## src/rtl/snake_pkg.sv

```systemverilog
// snake_pkg: shared game-state encoding and counter widths for the snake controller
package snake_pkg;
    localparam int SCORE_W = 8;
    localparam int TIME_W = 5;
    typedef enum logic [2:0] {IDLE = 3'd0, RUN = 3'd1, PAUSE = 3'd2, OVER = 3'd3} mode_t;
endpackage

```

## src/rtl/btn_edge.sv

```systemverilog
// btn_edge: one-cycle pulse on a rising button level, armed one cycle after reset
module btn_edge (
    input  logic clk,
    input  logic nRst_i,
    input  logic level,
    output logic pulse
);
    logic prev, armed;
    // a level already high when reset releases is captured before arming, so it never reads as a press
    always_ff @(posedge clk or negedge nRst_i)
        if (!nRst_i) begin
            prev <= 1'b0;
            armed <= 1'b0;
        end else begin
            prev <= level;
            armed <= 1'b1;
        end
    assign pulse = armed & level & ~prev;
endmodule

```

## src/rtl/snake_game_ctrl.sv

```systemverilog
// snake_game_ctrl: game-mode FSM, move-tick prescaler with speed-up, score and elapsed-time counters
module snake_game_ctrl
    import snake_pkg::*;
#(
    parameter int TICK_DIV = 25,
    parameter int MIN_DIV = 5,
    parameter int DIV_STEP = 4,
    parameter int CLK_HZ = 100
) (
    input  logic               clk,
    input  logic               nRst_i,
    input  logic               start_i,
    input  logic               pause_i,
    input  logic               collide_i,
    input  logic               ate_i,
    output logic [2:0]         mode_o,
    output logic               tick_o,
    output logic [SCORE_W-1:0] score_o,
    output logic [TIME_W-1:0]  time_o
);
    localparam int W = $clog2(TICK_DIV + 1);
    localparam int SW = (CLK_HZ > 1) ? $clog2(CLK_HZ) : 1;
    mode_t state, nxt;
    logic start_p, pause_p, run_go, ate_ok, sec_wrap;
    logic [W-1:0] period, cnt;
    logic [SW-1:0] sec;
    btn_edge u_start (.clk(clk), .nRst_i(nRst_i), .level(start_i), .pulse(start_p));
    btn_edge u_pause (.clk(clk), .nRst_i(nRst_i), .level(pause_i), .pulse(pause_p));
    // prescalers advance only on cycles that stay in RUN (no collision, no pause press)
    assign run_go = (state == RUN) & ~collide_i & ~pause_p;
    assign ate_ok = (state == RUN) & ~collide_i & ate_i & (score_o != '1);
    assign sec_wrap = (sec == SW'(CLK_HZ - 1));
    assign mode_o = state;
    // state register
    always_ff @(posedge clk or negedge nRst_i)
        if (!nRst_i) state <= IDLE;
        else state <= nxt;
    // next-state and move strobe; collision outranks pause in RUN
    always_comb begin
        nxt = state;
        tick_o = 1'b0;
        case (state)
            IDLE: nxt = start_p ? RUN : IDLE;
            RUN: nxt = collide_i ? OVER : (pause_p ? PAUSE : RUN);
            PAUSE: nxt = pause_p ? RUN : PAUSE;
            OVER: nxt = start_p ? IDLE : OVER;
            default: nxt = IDLE;
        endcase
        tick_o = run_go && (cnt >= period - W'(1));
    end
    // counters: cleared on a new game, score speeds the snake up every fourth food
    always_ff @(posedge clk or negedge nRst_i)
        if (!nRst_i) begin
            cnt <= '0;
            sec <= '0;
            score_o <= '0;
            time_o <= '0;
            period <= W'(TICK_DIV);
        end else if (state == IDLE && start_p) begin
            cnt <= '0;
            sec <= '0;
            score_o <= '0;
            time_o <= '0;
            period <= W'(TICK_DIV);
        end else begin
            if (run_go) begin
                cnt <= tick_o ? '0 : cnt + W'(1);
                sec <= sec_wrap ? '0 : sec + SW'(1);
                if (sec_wrap) time_o <= time_o + TIME_W'(1);
            end
            if (ate_ok) begin
                score_o <= score_o + SCORE_W'(1);
                if (score_o[1:0] == 2'b11)
                    period <= (int'(period) >= MIN_DIV + DIV_STEP) ? W'(int'(period) - DIV_STEP) : W'(MIN_DIV);
            end
        end
endmodule

```

## config.mk

```make
export PLATFORM = sky130hd
export DESIGN_NAME = snake_game_ctrl
export DESIGN_NICKNAME = d
export VERILOG_FILES = /design/src/rtl/snake_pkg.sv /design/src/rtl/btn_edge.sv /design/src/rtl/snake_game_ctrl.sv
export SDC_FILE = /design/constraint.sdc
export NUM_CORES = 1
export LEC_CHECK = 0
export ABC_CLOCK_PERIOD_IN_PS = 2100
export CAP_MARGIN = 40
export CORE_AREA = 5 5 79 81
export DETAILED_ROUTE_END_ITERATION = 8
export DIE_AREA = 0 0 84 86
export PLACE_DENSITY = 0.53
export SLEW_MARGIN = 25
export SYNTH_ARGS = -nofsm -noshare
export SYNTH_HDL_FRONTEND = slang
export SYNTH_SLANG_ARGS = --single-unit
```

## constraint.sdc

```tcl
create_clock -name clk -period 2.1 [get_ports clk]
set_input_delay 0.525 -clock clk [delete_from_list [all_inputs] [get_ports clk]]
set_output_delay 0.525 -clock clk [all_outputs]
set_load 0.02 [all_outputs]
```

After elaboration in Yosys (flattened, before gate mapping)
Index checks and enable logic that the tools add are counted.
- flip-flop bits (word level): 36
- output and inout port bits: 17
- input bits: 6
- logic and storage cells: 65
- reductions and logical operators: 9
- $add $sub $neg: 6
- bitwise operators: 12
- equality and inequality tests: 6
- muxes and demuxes: 21
- magnitude comparators: 2
- operators by type and width (kind ; count):
    two-way mux 5 bit ; 10
    two-way mux 7 bit ; 3
    two-way mux 8 bit ; 2
    adder 5 x 1 -> 5 bit (second input constant) ; 2
    adder 8 x 1 -> 8 bit (second input constant) ; 1
    AND 1 bit ; 8
    two-way mux 2 bit ; 4
    != test 8 bit (second input constant) ; 1
    one-hot mux 2 bit (4 select lines) ; 1
    nonzero test 2 bit ; 4
    adder 7 x 1 -> 7 bit (second input constant) ; 1
    equality test 7 bit (second input constant) ; 1
    equality test 3 x 2 -> 1 bit (second input constant) ; 2
    >= comparator 5 x 4 -> 1 bit (second input constant) ; 1
    >= comparator 5 bit ; 1
    subtractor 5 x 1 -> 5 bit (second input constant) ; 1
    subtractor 5 x 3 -> 5 bit (second input constant) ; 1
    NOT 1 bit ; 4
    AND reduction 2 bit ; 2
    equality test 3 x 1 -> 1 bit (second input constant) ; 1
    logical NOT 3 bit ; 1
    equality test 2 bit (second input constant) ; 1
    logical AND 1 bit ; 2
    two-way mux 1 bit ; 1

Logic depth before layout (Yosys ltp)
- depth after elaboration: 8
- gate-level depth with buffers: 9
- gate-level depth less buffers: 9

By module
From an unflattened synthesis, not the netlist that was laid out.
- cells, all modules: 206
- area total of the unflattened synthesis: 1968.1 sq um
- modules (own cells, without submodules) (module ; times used ; cells each ; area each (sq um) ; sequential area each (sq um)):
    snake_game_ctrl ; 1 ; 198 ; 1843.0 ; 779.5
    btn_edge ; 2 ; 4 ; 62.6 ; 50.0

Worst setup path after synthesis
Ideal clock, no wire load.
- kind: register to output
- from: register period[3]
- to: output port tick_o
- required time: 1.575 ns
- slack: -0.280 ns
- arrival: 1.855 ns
- cell stages (with the launch flop): 9
- buffers on the path: 0
- cell sequence: dfstp_2 inv_1 ha_1 nor2b_1 xnor2_1 ha_1 nand2_1 o21a_1 nor2_1
- word-level cells in the longest chain between the ends: 3
- ends and longest elaborated chain (what ; RTL line ; RTL):
    from (decl) ; snake_game_ctrl.sv:25 ; logic [W-1:0] period, cnt;
    from (signal assigned) ; snake_game_ctrl.sv:58 ; period <= W'(TICK_DIV);
    from (signal assigned) ; snake_game_ctrl.sv:64 ; period <= W'(TICK_DIV);
    from (signal assigned) ; snake_game_ctrl.sv:74 ; period <= (int'(period) >= MIN_DIV + DIV_STEP) ? W'(int'(period) - DIV_STEP) : W'(MIN_DIV);
    subtractor 5 x 1 -> 5 bit ; snake_game_ctrl.sv:49 ; tick_o = run_go && (cnt >= period - W'(1));
    >= comparator 5 bit ; snake_game_ctrl.sv:49 ;
    logical AND 1 bit ; snake_game_ctrl.sv:49 ;
    to (decl) ; snake_game_ctrl.sv:17 ; output logic tick_o,
Every way passes these cells.

Worst setup path in the final report
Ends and elaborated chain as after synthesis.

==> run metrics <==
outcome=finished with violations; failing checks=negative setup slack; Crit-path slowest cell=dfstp_2; post-synthesis sequential area ratio=~45%; # IOs=23; number of synthesized flops with an enable pin=0; register area=around 850 um^2; layout cells sized above 1=between 20% and 30%; max_cap viols=0; worst min path class=reg2reg; DR WL/cell=between 10 and 15 um; Simple-Gate Fraction of Synth Area=~24%; dpl cell area=about 2400 um^2; critical path required time=~1.6 ns; Mapped Cells=190; most frequent cell after synthesis=dfrtp_1; Core ar.=roughly 5400 um^2; post-route cell area=~2700 um^2; Post-synth top flop=dfrtp_1; die area=7220 um^2; critical path startpoint category=flip-flop; n_diodes=0; drt pass-1 iters=4; die width=~84 um; adder-cell share of the synthesized area=under 10%; drc violations=0; Buf+Inv Stages, Crit Path=2; Starting Density=between 30% and 40%; num rows=27; clock latency on the worst-skew pair=around 0.28 ns; Die Height=roughly 86 um; multiplexer share of the synthesized area=less than 1%; vias per inst=approximately 4.8; clk slew on worst S/H paths=0.07 ns; first-pass GRT wire length=about 7600 um; Synth area leader=dfrtp_1; Layout fillers=525; Final Hold Vio Count=0; Crit. End Element=output pin; Root Buffer=clkbuf_8; fraction of the cycle the final worst path needs=124%; post-synthesis average cell area=~10 um^2; final setup margin=-0.502 ns; Synth area leaders=dfrtp_1 41%, ha_1 7.9%, dfstp_2 4.1%, nor2_1 4.1%, xor2_1 4.1%; Sink Count=34; Num CTS Buffers=5; Clock H-tree levels=2; Synth Register Bits=34; Final ANT Viol Nets=0; FFs w/ async S/R, synth=between 90% and 100%; Placer Congestion=~0.76; synthesized area=1910 um^2; vias in the first global route=1585; Setup CP Type=reg2out; area of the multi-input gates=1080 um^2; GRT Util Overall=13.0%; CP max FO=2; Final nets=approximately 270; max incr delay on CP=about 0.54 ns; RSZ-0062 raised after global routing=yes; cell family contributing the most delay on the critical path=flip-flops; initial antenna violation count=0; Routed WL=between 4000 and 5000 um; worst ir drop on vdd=between 0.0006 and 0.0007 V; library cells used by synthesis=48; Synth Area in Compound Gates=between 10 and 15%; Final Util=49.8%; Via Count=~1600; DP HPWL=approximately 2900 um; Max Freq=384 MHz; clk_skew=a little under 0.005 ns; max-slew violations=0; grt total ovfl=0; leakage=around 1.2 nW; Layout area overhead=41.1%; pwr/cell area=1110 nW/um^2; largest family of logic cells by synthesized area=simple AND/OR/NAND/NOR gates; IO buf count=21; largest net degree at the start of global routing=35; Mapped Nets=between 200 and 250; 1st-iter DRT viols=between 40 and 50; leading cell types by count after synthesis=31 x dfrtp_1, 21 x nor2_1, 17 x nand2_1; fin crit period=about 2.6 ns; Synth top area share=roughly two fifths; Synth Area in XOR/XNOR=5.96%; CTS max path bufs=2; crit path DAT=approximately 2.1 ns; crit-path cells=inv_2 > ha_4 > nor2b_4 > xnor2_2 > ha_1 > nand2_2 > o21a_4 > nor2_4 > buf_6; Synth Warn #=0; Final setup viols=5; CTS tree=built
[report_power, final]
| part | switching (W) | internal (W) |
|---|---|---|
| clock | 0.000244 | 0.000265 |
| sequential | 0.000136 | 0.000820 |
| combinational | 0.000696 | 0.000834 |
| total | 0.00108 | 0.00192 |
[cells in the final DEF, fill, tap and decap left out, types with 2 or more instances in the layout]
cell type        instances
dfstp_2                  3
buf_6                    6
ha_4                     3
clkbuf_8                 6
dfrtp_1                 31
o21ai_1                  5
and3_1                   3
a211o_1                  5
a21oi_1                  8
xnor2_1                  3
nand3b_1                 4
a211oi_1                 2
buf_4                   35
o21ai_0                  3
nand3_1                 10
nand2b_1                 2
nand4_1                  3
nor2_4                   2
clkdlybuf4s50_1         20
nor3_1                   4
nand2_1                 16
nand4b_1                 2
o211ai_1                 2
and2_1                   2
conb_1                   2
inv_2                    4
ha_1                     9
nor2_1                  19
xor2_1                   9
a31oi_1                  2
inv_1                    2
nor4_4                   2
[sequential cells by signal, indices dropped and copies added (netlist names)]
name	count
u_pause.prev	1
u_pause.armed	1
mode_o	2
time_o	5
period	4
sec	7
cnt	5
score_o	8
u_start.prev	1
[timing repair]
item                                    CTS  global route
endpoints found under the setup margin    4             6
hold buffers                              0             0
setup buffers                             5             7
gates cloned                              0             0
hold endpoints to repair                  0             0
pin swaps                                 5             5
resized for setup                        15            11
[cells by family (layout without fill, tap and decap cells)]
logic type / after synthesis / after routing
multiplexers: 1 / 1
other: 2 / 2
AND/OR/NAND/NOR: 81 / 81
buffers and inverters: 11 / 76
AO/OA/AOI/OAI: 36 / 36
flip-flops: 34 / 34
XOR/XNOR: 13 / 13
adder cells (fa/ha/maj): 12 / 12
[worst paths after layout]
check	endpoint	slack (ns)	from	cells past startpoint
worst min-delay path	sec[0]$_DFFE_PN0P_	0.51	sec[0]$_DFFE_PN0P_	1
worst max-delay path	tick_o	-0.50	period[3]$_DFFE_PN1P_	9
max in group asynchronous	period[0]$_DFFE_PN1P_	1.10	nRst_i	2
worst max register to register	cnt[1]$_DFFE_PN0P_	-0.43	period[3]$_DFFE_PN1P_	14
min in group asynchronous	time_o[3]$_DFFE_PN0P_	0.65	nRst_i	2
worst min register to register	sec[0]$_DFFE_PN0P_	0.51	sec[0]$_DFFE_PN0P_	1
[worst register-to-register path: cells and delay by family (launching register included)]
kind / cells / cell delay, ns
buffers and inverters: 7 / 0.67
DFF: 1 / 0.54
adders and majority gates: 2 / 0.46
AOI/OAI and AO/OA: 2 / 0.43
and+or+nand+nor: 2 / 0.20
xor gates and xnor gates: 1 / 0.12
[stage by stage]
step,instances,power (W),hold slack (ns),setup WS [ns],TNS [ns]
2_1_floorplan,190,0.00165,0.229,-0.179,-0.179
3_3_place_gp,308,0.00213,0.496,-0.728,-3.12
3_5_place_dp,308,0.00214,0.502,-0.744,-3.55
4_1_cts,321,0.00284,0.513,-0.518,-0.676
5_1_grt,327,0.00325,0.559,-0.578,-2.02
6_report,327,0.00300,0.510,-0.502,-1.60
[routing by layer]
layer  track usage, %  up-vias  wire [um]
li1                 -      806          -
met1             17.6      749       2150
met2             20.5       18       2000
met3             3.55        6        123
met4             3.51        0         48
met5                0        -          0
[layout make-up]
| cell class | count | share of cell area, % |
|---|---|---|
| repair buffers | 62 | 20.4 |
| multi-input cells | 145 | 40.3 |
| well taps | 72 | 3.34 |
| flip-flops and latches | 34 | 31.7 |
| clock buffers | 7 | 3.20 |
| inverters | 6 | 0.836 |
| clock inverters | 1 | 0.186 |
Note: power is estimated with default switching activity, not from simulation.
